**config.mk**
```make
export PLATFORM = sky130hd
export DESIGN_NAME = fetch_ctrl
export DESIGN_NICKNAME = d
export VERILOG_FILES = /design/src/rtl/fetch_ctrl_pkg.sv /design/src/rtl/fetch_ctrl.sv
export SDC_FILE = /design/constraint.sdc
export NUM_CORES = 1
export LEC_CHECK = 0
export ABC_AREA = 1
export CORE_MARGIN = 5
export CORE_UTILIZATION = 35
export CTS_CLUSTER_DIAMETER = 100
export DETAILED_ROUTE_END_ITERATION = 6
export SYNTH_ARGS = -nofsm -noshare
export SYNTH_HDL_FRONTEND = slang
export SYNTH_SLANG_ARGS = --single-unit
```
**constraint.sdc**
```tcl
create_clock -name clk_i -period 4.1 [get_ports clk_i]
set_clock_uncertainty 0.15 [all_clocks]
set_input_delay 1.23 -clock clk_i [delete_from_list [all_inputs] [get_ports clk_i]]
set_output_delay 1.23 -clock clk_i [all_outputs]
set_load 0.05 [all_outputs]
```
**src/rtl/fetch_ctrl_pkg.sv**
```systemverilog
// Shared constants for the instruction-fetch sequencer: state encodings,
// default reset vector and word-alignment helper.
package fetch_ctrl_pkg;

    localparam logic [1:0] ST_RST  = 2'd0;
    localparam logic [1:0] ST_REQ  = 2'd1;
    localparam logic [1:0] ST_WAIT = 2'd2;
    localparam logic [1:0] ST_HOLD = 2'd3;

    localparam logic [31:0] DEFAULT_RESET_PC = 32'h0000_0000;

    function automatic logic [31:0] align_word(input logic [31:0] addr);
        return {addr[31:2], 2'b00};
    endfunction

endpackage

```
**src/rtl/fetch_ctrl.sv**
```systemverilog
// Instruction-fetch sequencer: owns the fetch PC, runs a single-outstanding
// imem request/grant/response handshake and presents instructions to decode.
module fetch_ctrl
    import fetch_ctrl_pkg::*;
#(
    parameter logic [31:0] RESET_PC = DEFAULT_RESET_PC
) (
    input  logic        clk_i,
    input  logic        rst_i,
    input  logic        redir_i,
    input  logic [31:0] redir_pc_i,
    input  logic        stall_i,
    output logic        imem_req_o,
    output logic [31:0] imem_addr_o,
    input  logic        imem_gnt_i,
    input  logic        imem_rvalid_i,
    input  logic [31:0] imem_rdata_i,
    output logic        f_valid_o,
    output logic [31:0] f_pc_o,
    output logic [31:0] f_instr_o,
    output logic        misalign_o
);

    // Handshake: imem_req_o/imem_addr_o are held until a cycle with imem_gnt_i
    // (a redirect may retarget the address while ungranted); exactly one
    // response (imem_rvalid_i) follows each grant and is only looked at in WAIT.
    logic [1:0]  state;
    logic [31:0] pc;
    logic        kill;
    logic [31:0] target;

    assign target      = align_word(redir_pc_i);
    assign imem_req_o  = (state == ST_REQ);
    assign imem_addr_o = pc;

    always_ff @(posedge clk_i or posedge rst_i) begin
        if (rst_i) begin
            state      <= ST_RST;
            pc         <= RESET_PC;
            kill       <= 1'b0;
            f_valid_o  <= 1'b0;
            f_pc_o     <= 32'h0;
            f_instr_o  <= 32'h0;
            misalign_o <= 1'b0;
        end else begin
            misalign_o <= redir_i & (|redir_pc_i[1:0]);
            case (state)
                ST_RST: begin
                    if (redir_i) pc <= target;
                    state <= ST_REQ;
                end
                ST_REQ: begin
                    if (redir_i) begin
                        pc <= target;
                        // The old address was accepted; its response must be dropped.
                        if (imem_gnt_i) begin
                            kill  <= 1'b1;
                            state <= ST_WAIT;
                        end
                    end else if (imem_gnt_i) begin
                        state <= ST_WAIT;
                    end
                end
                ST_WAIT: begin
                    if (redir_i) begin
                        pc <= target;
                        if (imem_rvalid_i) begin
                            kill  <= 1'b0;
                            state <= ST_REQ;
                        end else begin
                            kill <= 1'b1;
                        end
                    end else if (imem_rvalid_i) begin
                        if (kill) begin
                            kill  <= 1'b0;
                            state <= ST_REQ;
                        end else begin
                            f_instr_o <= imem_rdata_i;
                            f_pc_o    <= pc;
                            f_valid_o <= 1'b1;
                            pc        <= pc + 32'd4;
                            state     <= ST_HOLD;
                        end
                    end
                end
                ST_HOLD: begin
                    if (redir_i) begin
                        f_valid_o <= 1'b0;
                        pc        <= target;
                        state     <= ST_REQ;
                    end else if (!stall_i) begin
                        f_valid_o <= 1'b0;
                        state     <= ST_REQ;
                    end
                end
                default: state <= ST_RST;
            endcase
        end
    end

endmodule

```
; ---- Word level (Yosys, flattened, before mapping)
; Cells that the tools add are included.
[totals]
out_inout_bits = 99
regBits = 101
word_cells = 58
input_bits = 70
[classes]
n_addsub = 1
eq_ne = 12
bitwise = 3
n_reduce_logical = 10
n_mux = 25
[ops]
columns = op, n
row1 = two-way mux 32 bit, 4
row2 = case mux 32 bit (2 select lines), 1
row3 = "adder 32 x 3 -> 32 bit, second input constant", 1
row4 = two-way mux 2 bit, 7
row5 = two-way mux 1 bit, 10
row6 = "!= test 3 bit, second input constant", 3
row7 = "!= test 2 bit, second input constant", 4
row8 = case mux 2 bit (4 select lines), 1
row9 = AND reduction 4 bit, 2
row10 = AND reduction 3 bit, 2
row11 = AND reduction 5 bit, 1
row12 = "equality test 2 bit, second input constant", 2
row13 = "!= test 2 x 1 -> 1 bit, second input constant", 2
row14 = case mux 1 bit (2 select lines), 2
row15 = nonzero test 2 bit, 2
row16 = OR reduction 3 bit, 1
row17 = "equality test 2 x 1 -> 1 bit, second input constant", 1
row18 = zero test 2 bit, 1
row19 = NOT 1 bit, 2
row20 = OR reduction 2 bit, 1
row21 = bitwise AND 1 bit, 1

; ---- Depth between registers and ports, before layout
[logic_depth]
depth_word = 5
ltp_mapped = 11
mapped_depth_nobuf = 10

; ---- Worst setup path after synthesis
; No wires, ideal clock.
[synth_path]
path_kind = reg2out
from = reg state[1]
to = out imem_req_o
path_stages_with_launch = 3
n_path_buf = 0
t_required_ps = 2720
arrival_time_ps = 943
path_slack_ps = 1777
path_cell_list = dfrtp_1 inv_1 ha_1
[synth_between]
elab_chain_cells = 1
[synth_lines]
columns = element, line_no
row1 = start: declaration, fetch_ctrl.sv:27  ; logic [1:0] state;
row2 = start signal: assignment, fetch_ctrl.sv:38  ; state <= ST_RST;
row3 = start signal: assignment, fetch_ctrl.sv:50  ; state <= ST_REQ;
row4 = start signal: assignment, fetch_ctrl.sv:58  ; state <= ST_WAIT;
row5 = equality test 2 x 1 -> 1 bit, fetch_ctrl.sv:33  ; assign imem_req_o = (state == ST_REQ);
row6 = end: declaration, fetch_ctrl.sv:13  ; output logic imem_req_o,
; Every way passes these cells.

; ---- Final worst setup path
; Same ends and word-level chain as after synthesis.

==> flow_summary_export.csv <==
group,metric,value,unit
run_status,outcome,"complete, no violations",
yosys,ys_types,39,
cts,postCtsHoldBufs,0,
yosys,ys_ff_latch,97,
yosys,synthFlopType,"dfrtp_1",
die,ioPinCount,169,
finish,final_cells,1017,
yosys,synth.avg_cell_area,7.57,sq um
die,std_cell_rows,44,
die,initial_core_util,35.3,%
yosys,synth-edff-count,0,
finish,synthToLayoutAreaGrowth,41.3,%
yosys,synth_cells,671,
worst_setup_path,critPathMaxFanout,5,
power,vdd_drop_max,0.432,mV
detailed_routing,initialDrtViolationCount,259,
worst_setup_path,crit_chain,"inv_1 -> ha_1 -> clkdlybuf4s50_1",
yosys,synthTopCellsByArea,"dfrtp_1, nand2_1, inv_1",
cts,cts_tree,"yes",
timing,timing.final.crit_share,80.5,%
worst_setup_path,cp-start-kind,"flop",
worst_setup_path,required,2720,ps
worst_setup_path,arrival,1920,ps
die,die-area,17000,sq um
detailed_routing,avgRoutedWirePerCell,14.8,microns
detailed_routing,dr.pass1.iters,5,
place,port_buffers,164,
place,dp_hpwl,11.4,mm
detailed_routing,ant_nets,0,
finish,final_cell_mix,"nand2_1, clkdlybuf4s50_1, dfrtp_1",
cts,clock_path_buffers,2,
timing,min_period,3300,ps
detailed_routing,remaining_drc_errors,0,
worst_setup_path,endpoint_kind,"output port",
global_routing,grt_pass1_vias,4708,
timing,finalMaxSlewViolations,0,
timing,fmax,0.303,GHz
cts,cts_max_level,3,
yosys,post-synth-top-area-cell,"dfrtp_1",
cts,clk_pin_slew_worst_paths,70,ps
finish,drive_gt1_share,6.84,%
die,die_h,130,microns
detailed_routing,avgViaCountPerCell,4.70,
timing,worst_pin_slew,573,ps
timing,rsz0062_at_grt,"no",
global_routing,grt_start_max_net_pins,54,
worst_setup_path,setup.worst_path.class,"flop to output port",
yosys,async_flop_share,100,%
cts,cts_resized,0,
finish,fin_nets,902,
finish,final_common_cell,"nand2_1",
min_path,hold_path.class,"flop to flop",
yosys,yosysSeqAreaShare,47.8,%
timing,timing.final.ws_setup,799,ps
place,pre_cts_ws,931,ps
yosys,yosysTopAreaCellShare,47.8,%
worst_setup_path,slowest_delay,850,ps
global_routing,antenna_found_initial,0,
yosys,netlist_area,5080,sq um
cts,cts_root_buf,"clkbuf_16",
global_routing,track_usage,18.0,%
timing,setup_violations,0,
cts,cts_buffers,9,
power,leakagePower,3.38,nW
global_routing,overflow,0,
timing,maxSlewHeadroom,61.8,%
global_routing,grt_pass1_wl,24.1,mm
timing,setup-tns-final,0,ps
detailed_routing,routed_wl,15.1,mm
yosys,ys_warn_count,0,
die,die_w,130,microns
power,powerDensity,721,nW/um^2
place,dp.cells,1001,
cts,clk_latency,350,ps
finish,diodes,0,
cts,cts_num_sinks,97,
worst_setup_path,slowest_stage,"clkdlybuf4s50_1",
flow_run,maxCapViolations,0,
cts,cts_setup_buffers,0,
detailed_routing,vias,4780,
place,place_congestion,0.844,
timing,finalHoldViolCount,0,
die,design.core.area,14400,sq um
-- Yosys cell counts (2+ instances only) --
cell type  instances
a21oi_1            9
a22oi_1            2
and2_1             5
buf_2             13
buf_4              5
buf_6              4
clkbuf_1           4
dfrtp_1           97
ha_1               4
inv_1             58
inv_2              2
nand2_1          275
nand2_2            5
nand2_4            4
nand3_1           38
nand3_2            2
nor2_1            45
nor2_2             5
nor2_4             9
nor3_1             2
o21ai_0           31
o21ai_1           28
o22ai_1            5
or2_2              4
-- stage by stage --
step / area, sq um / power [mW] / hold WS (ps) / util [%]
final: 7170 / 5.17 / 321 / 49.9
after global routing: 7170 / 5.46 / 338 / 49.9
after CTS: 7170 / 5.23 / 325 / 49.9
after detailed placement: 6850 / 4.31 / 308 / 47.7
after global placement: 6850 / 4.27 / 302 / 47.7
after floorplan: 5090 / 3.34 / 352 / -
-- where the power goes --
group	internal (mW)	total, mW	switching (mW)	leakage, nW
registers	1.30	1.57	0.266	1.23
clock network	0.537	0.909	0.372	0.153
logic	0.863	2.70	1.83	1.99
-- per-layer routing --
metal / routed length [microns] / global-route usage [%]
met1: 6800 / 24.2
met2: 7120 / 29.3
met3: 804 / 3.01
met4: 326 / 7.08
met5: 0 / 0
-- kinds of logic after synthesis --
family          synth area share (%)
simple gates                    34.1
flops                           47.8
buf+inv                         8.21
compound gates                  8.62
fa+ha+maj                      0.986
xor+xnor                       0.173
other cells                   0.0739
-- sequential cells by signal, summed over array words and instances, names as in the netlist --
name         flops
f_pc_o          30
misalign_o       1
kill             1
state            2
f_instr_o       32
imem_addr_o     30
f_valid_o        1
-- worst max-delay path, delay by kind of cell, from the launching register on --
kind	cells	cell delay, ps
flip-flops	1	410
buffers and inverters	2	920
adder cells (fa/ha/maj)	1	230
-- path summary, 6_finish.rpt --
kind	to	slack (ps)	depth (start not counted)	startpoint
min	f_instr_o[24]	320	2	f_instr_o[24]
max reg2reg	imem_addr_o[12]	1980	10	state[0]
min reg2reg	f_instr_o[24]	320	2	f_instr_o[24]
min in group asynchronous	f_instr_o[27]	1150	2	rst_i
max in group asynchronous	imem_addr_o[23]	1960	3	rst_i
max	imem_req_o	800	3	state[1]
-- cell type report --
class                           count  area, sq um
Sequential cell                    97         2430
Multi-Input combinational cell    489         2250
Clock inverter                      6         90.1
Inverter                           60          228
Timing Repair Buffer              171         1720
Clock buffer                       10          229
Fill cell                        1386         7200
Tap cell                          184          230
No activity file was read; power rests on OpenSTA's default activity.
==> RTL change, RTL diff (same settings) <==
Make the reset (`rst_i`) synchronous in one clocked block.
--- a/src/rtl/fetch_ctrl.sv
+++ b/src/rtl/fetch_ctrl.sv
@@ -35,3 +35,3 @@
 
-    always_ff @(posedge clk_i or posedge rst_i) begin
+    always_ff @(posedge clk_i) begin
         if (rst_i) begin
Behaviour: differs if rst_i is asserted again (counterexample within 4 cycles, from zero or initial values and one cycle with rst_i high); with rst_i held inactive, the same outputs for 4 cycles.
==> RTL change against the original RTL <==
Worst setup slack better by 130 ps. Critical endpoint is now imem_addr_o[14]. Critical path type unchanged. Register-to-register slack worse by 60 ps. Sequential cell count unchanged. Largest cell class is now multi-input gates. Synthesized cell count up 1.3%. Final area down 7.1%. Die area down 8.5%. Maximum frequency up 4.0%. Count of clock-buffer cells in the layout up 2. Area after synthesis down 9.2%. Routed wire length up 3.8%.
Power is not compared: it rests on default switching activity, and its combinational part moved more than twofold at a synthesized area within 25%.
==> RTL change: results (changes against the original RTL) <==
| Metric | Value |
|---|---|
| Status | completed |
| Fraction of registers with async set/reset | 0% (-100 points) |
| Placed Instances | 992 (-0.90%) |
| Pleak | 2.63 nW |
| Top cell family by delay on the critical path | buffers and inverters |
| DR WL/cell | 15.5 µm (+4.7%) |
| Largest Register | f_instr_o |
| Vias per inst | 4.84 (+3.0%) |
| Final nets | 901 (-0.11%) |
| Global-route wire length before repair | 24.9 mm (+3.2%) |
| DP Wirelength | 11.3 mm (-0.95%) |
| Antenna diodes | 0 (unchanged) |
| Startpoint types | register |
| H-Tree Level Count | 3 (unchanged) |
| Synth area leaders | dfxtp_1, o21ai_0, nand2_1 |
| Worst-Margin Slew | 750 ps (+177 ps) |
| Worst slack at placement | 776 ps (-155 ps) |
| Synth top cells by count | nand2_1, nor2_1, o21ai_0, dfxtp_1, inv_1 |
| CP Max Fanout | 7 (+2) |
| Max incr delay on CP | 890 ps (+40 ps) |
| Initial antenna violation count | 0 (unchanged) |
| Post-CTS sizing | 0 (unchanged) |
| Vias in the first global route | 4,921 (+4.5%) |
| Register area share after synthesis | 42.1% (-5.7 points) |
| Initial DRT Pass Iterations | 5 (unchanged) |
| Warnings, synthesis | 0 (unchanged) |
| Placer Congestion | 0.875 (+3.7%) |
| Max reg flops | 32 (unchanged) |
| Cells after Synth | 680 (+1.3%) |
| Crit path arrival time | 1790 ps (-130 ps) |
| Post-CTS setup buffers | 0 (unchanged) |
| Layout Cells excl Fill | 1,008 (-0.88%) |
| Overall Global Routing Usage | 19.7% (+1.6 points) |
| Synth unique cells | 29 (-26%) |
| Share of cells above drive strength 1 | 6.61% (-0.23 points) |
| CP max stage cell | clkdlybuf4s50_1 |
| Iter 0 DRT Violations | 347 (+34%) |
| Clk slew on worst S/H paths | 70 ps (about the same) |
| Top FF cell, synth | dfxtp_1 |
| Total CTS buffers | 9 (unchanged) |
| Clock Root Buffer | clkbuf_16 |
| Largest net degree at the start of global routing | 86 (+59%) |
| HP Class | register to register |
-- RTL change: cell count changes after synthesis, moves of 5 or more --
cell      before  now
a31oi_1        1    9
nor2_1        45  121
o21ai_0       31   99
dfxtp_1        0   97
clkbuf_1       4   20
inv_1         58   51
o21ai_1       28    5
dfrtp_1       97    0
a21oi_1        9   48
and2_1         5    0
nand2_1      275  128
-- RTL change: metrics by stage --
stage / utilization, % / area (µm²)
3_3_place_gp: 48.7 / 6380
5_1_grt: 50.9 / 6660
6_report: 50.9 / 6660
2_1_floorplan: - / 4620
3_5_place_dp: 48.7 / 6380
4_1_cts: 50.9 / 6660
-- RTL change: kinds of logic (layout without fill, tap and decap cells) --
logic type | after synthesis | in the layout | share of synthesized area, %
flip-flops | 97 | 97 | 42.1
buffers and inverters | 95 | 244 | 8.46
XOR/XNOR | 3 | 3 | 0.570
AND/OR/NAND/NOR | 312 | 312 | 28.7
other | 1 | 4 | 0.0813
adder cells (fa/ha/maj) | 4 | 4 | 1.09
AO/OA/AOI/OAI | 168 | 168 | 19.0
-- RTL change: final cells by class --
type	count	area, µm²
fill	1305	6420
multi-input combinational	491	2300
sequential	97	1940
timing repair buffer	171	1710
clock buffer	12	256
tap	176	220
inverter	57	214
clock inverter	4	26.3
-- RTL change: worst paths after layout --
path	from	end	slack, ps	cells after the start
setup / recovery	imem_addr_o[14]	imem_addr_o[14]	930	1
hold / removal	kill	kill	350	2
setup reg to reg	state[0]	imem_addr_o[19]	1920	10
hold reg to reg	kill	kill	350	2
-- RTL change: layer usage --
| metal | routed length [µm] | vias to the layer above | share of wire, % | track usage (%) |
|---|---|---|---|---|
| met5 | 0 | - | 0 | 0 |
| met4 | 260 | 0 | 1.7 | 5.80 |
| met3 | 1530 | 20 | 9.8 | 9.35 |
| met2 | 7260 | 186 | 46 | 32.2 |
| met1 | 6580 | 2189 | 42 | 22.9 |
| li1 | - | 2483 | - | - |
-- RTL change: where the power goes --
group	internal, mW	switching, mW
registers	1.02	0.0870
logic	0.268	0.509
clock network	0.445	0.365
total	1.74	0.960
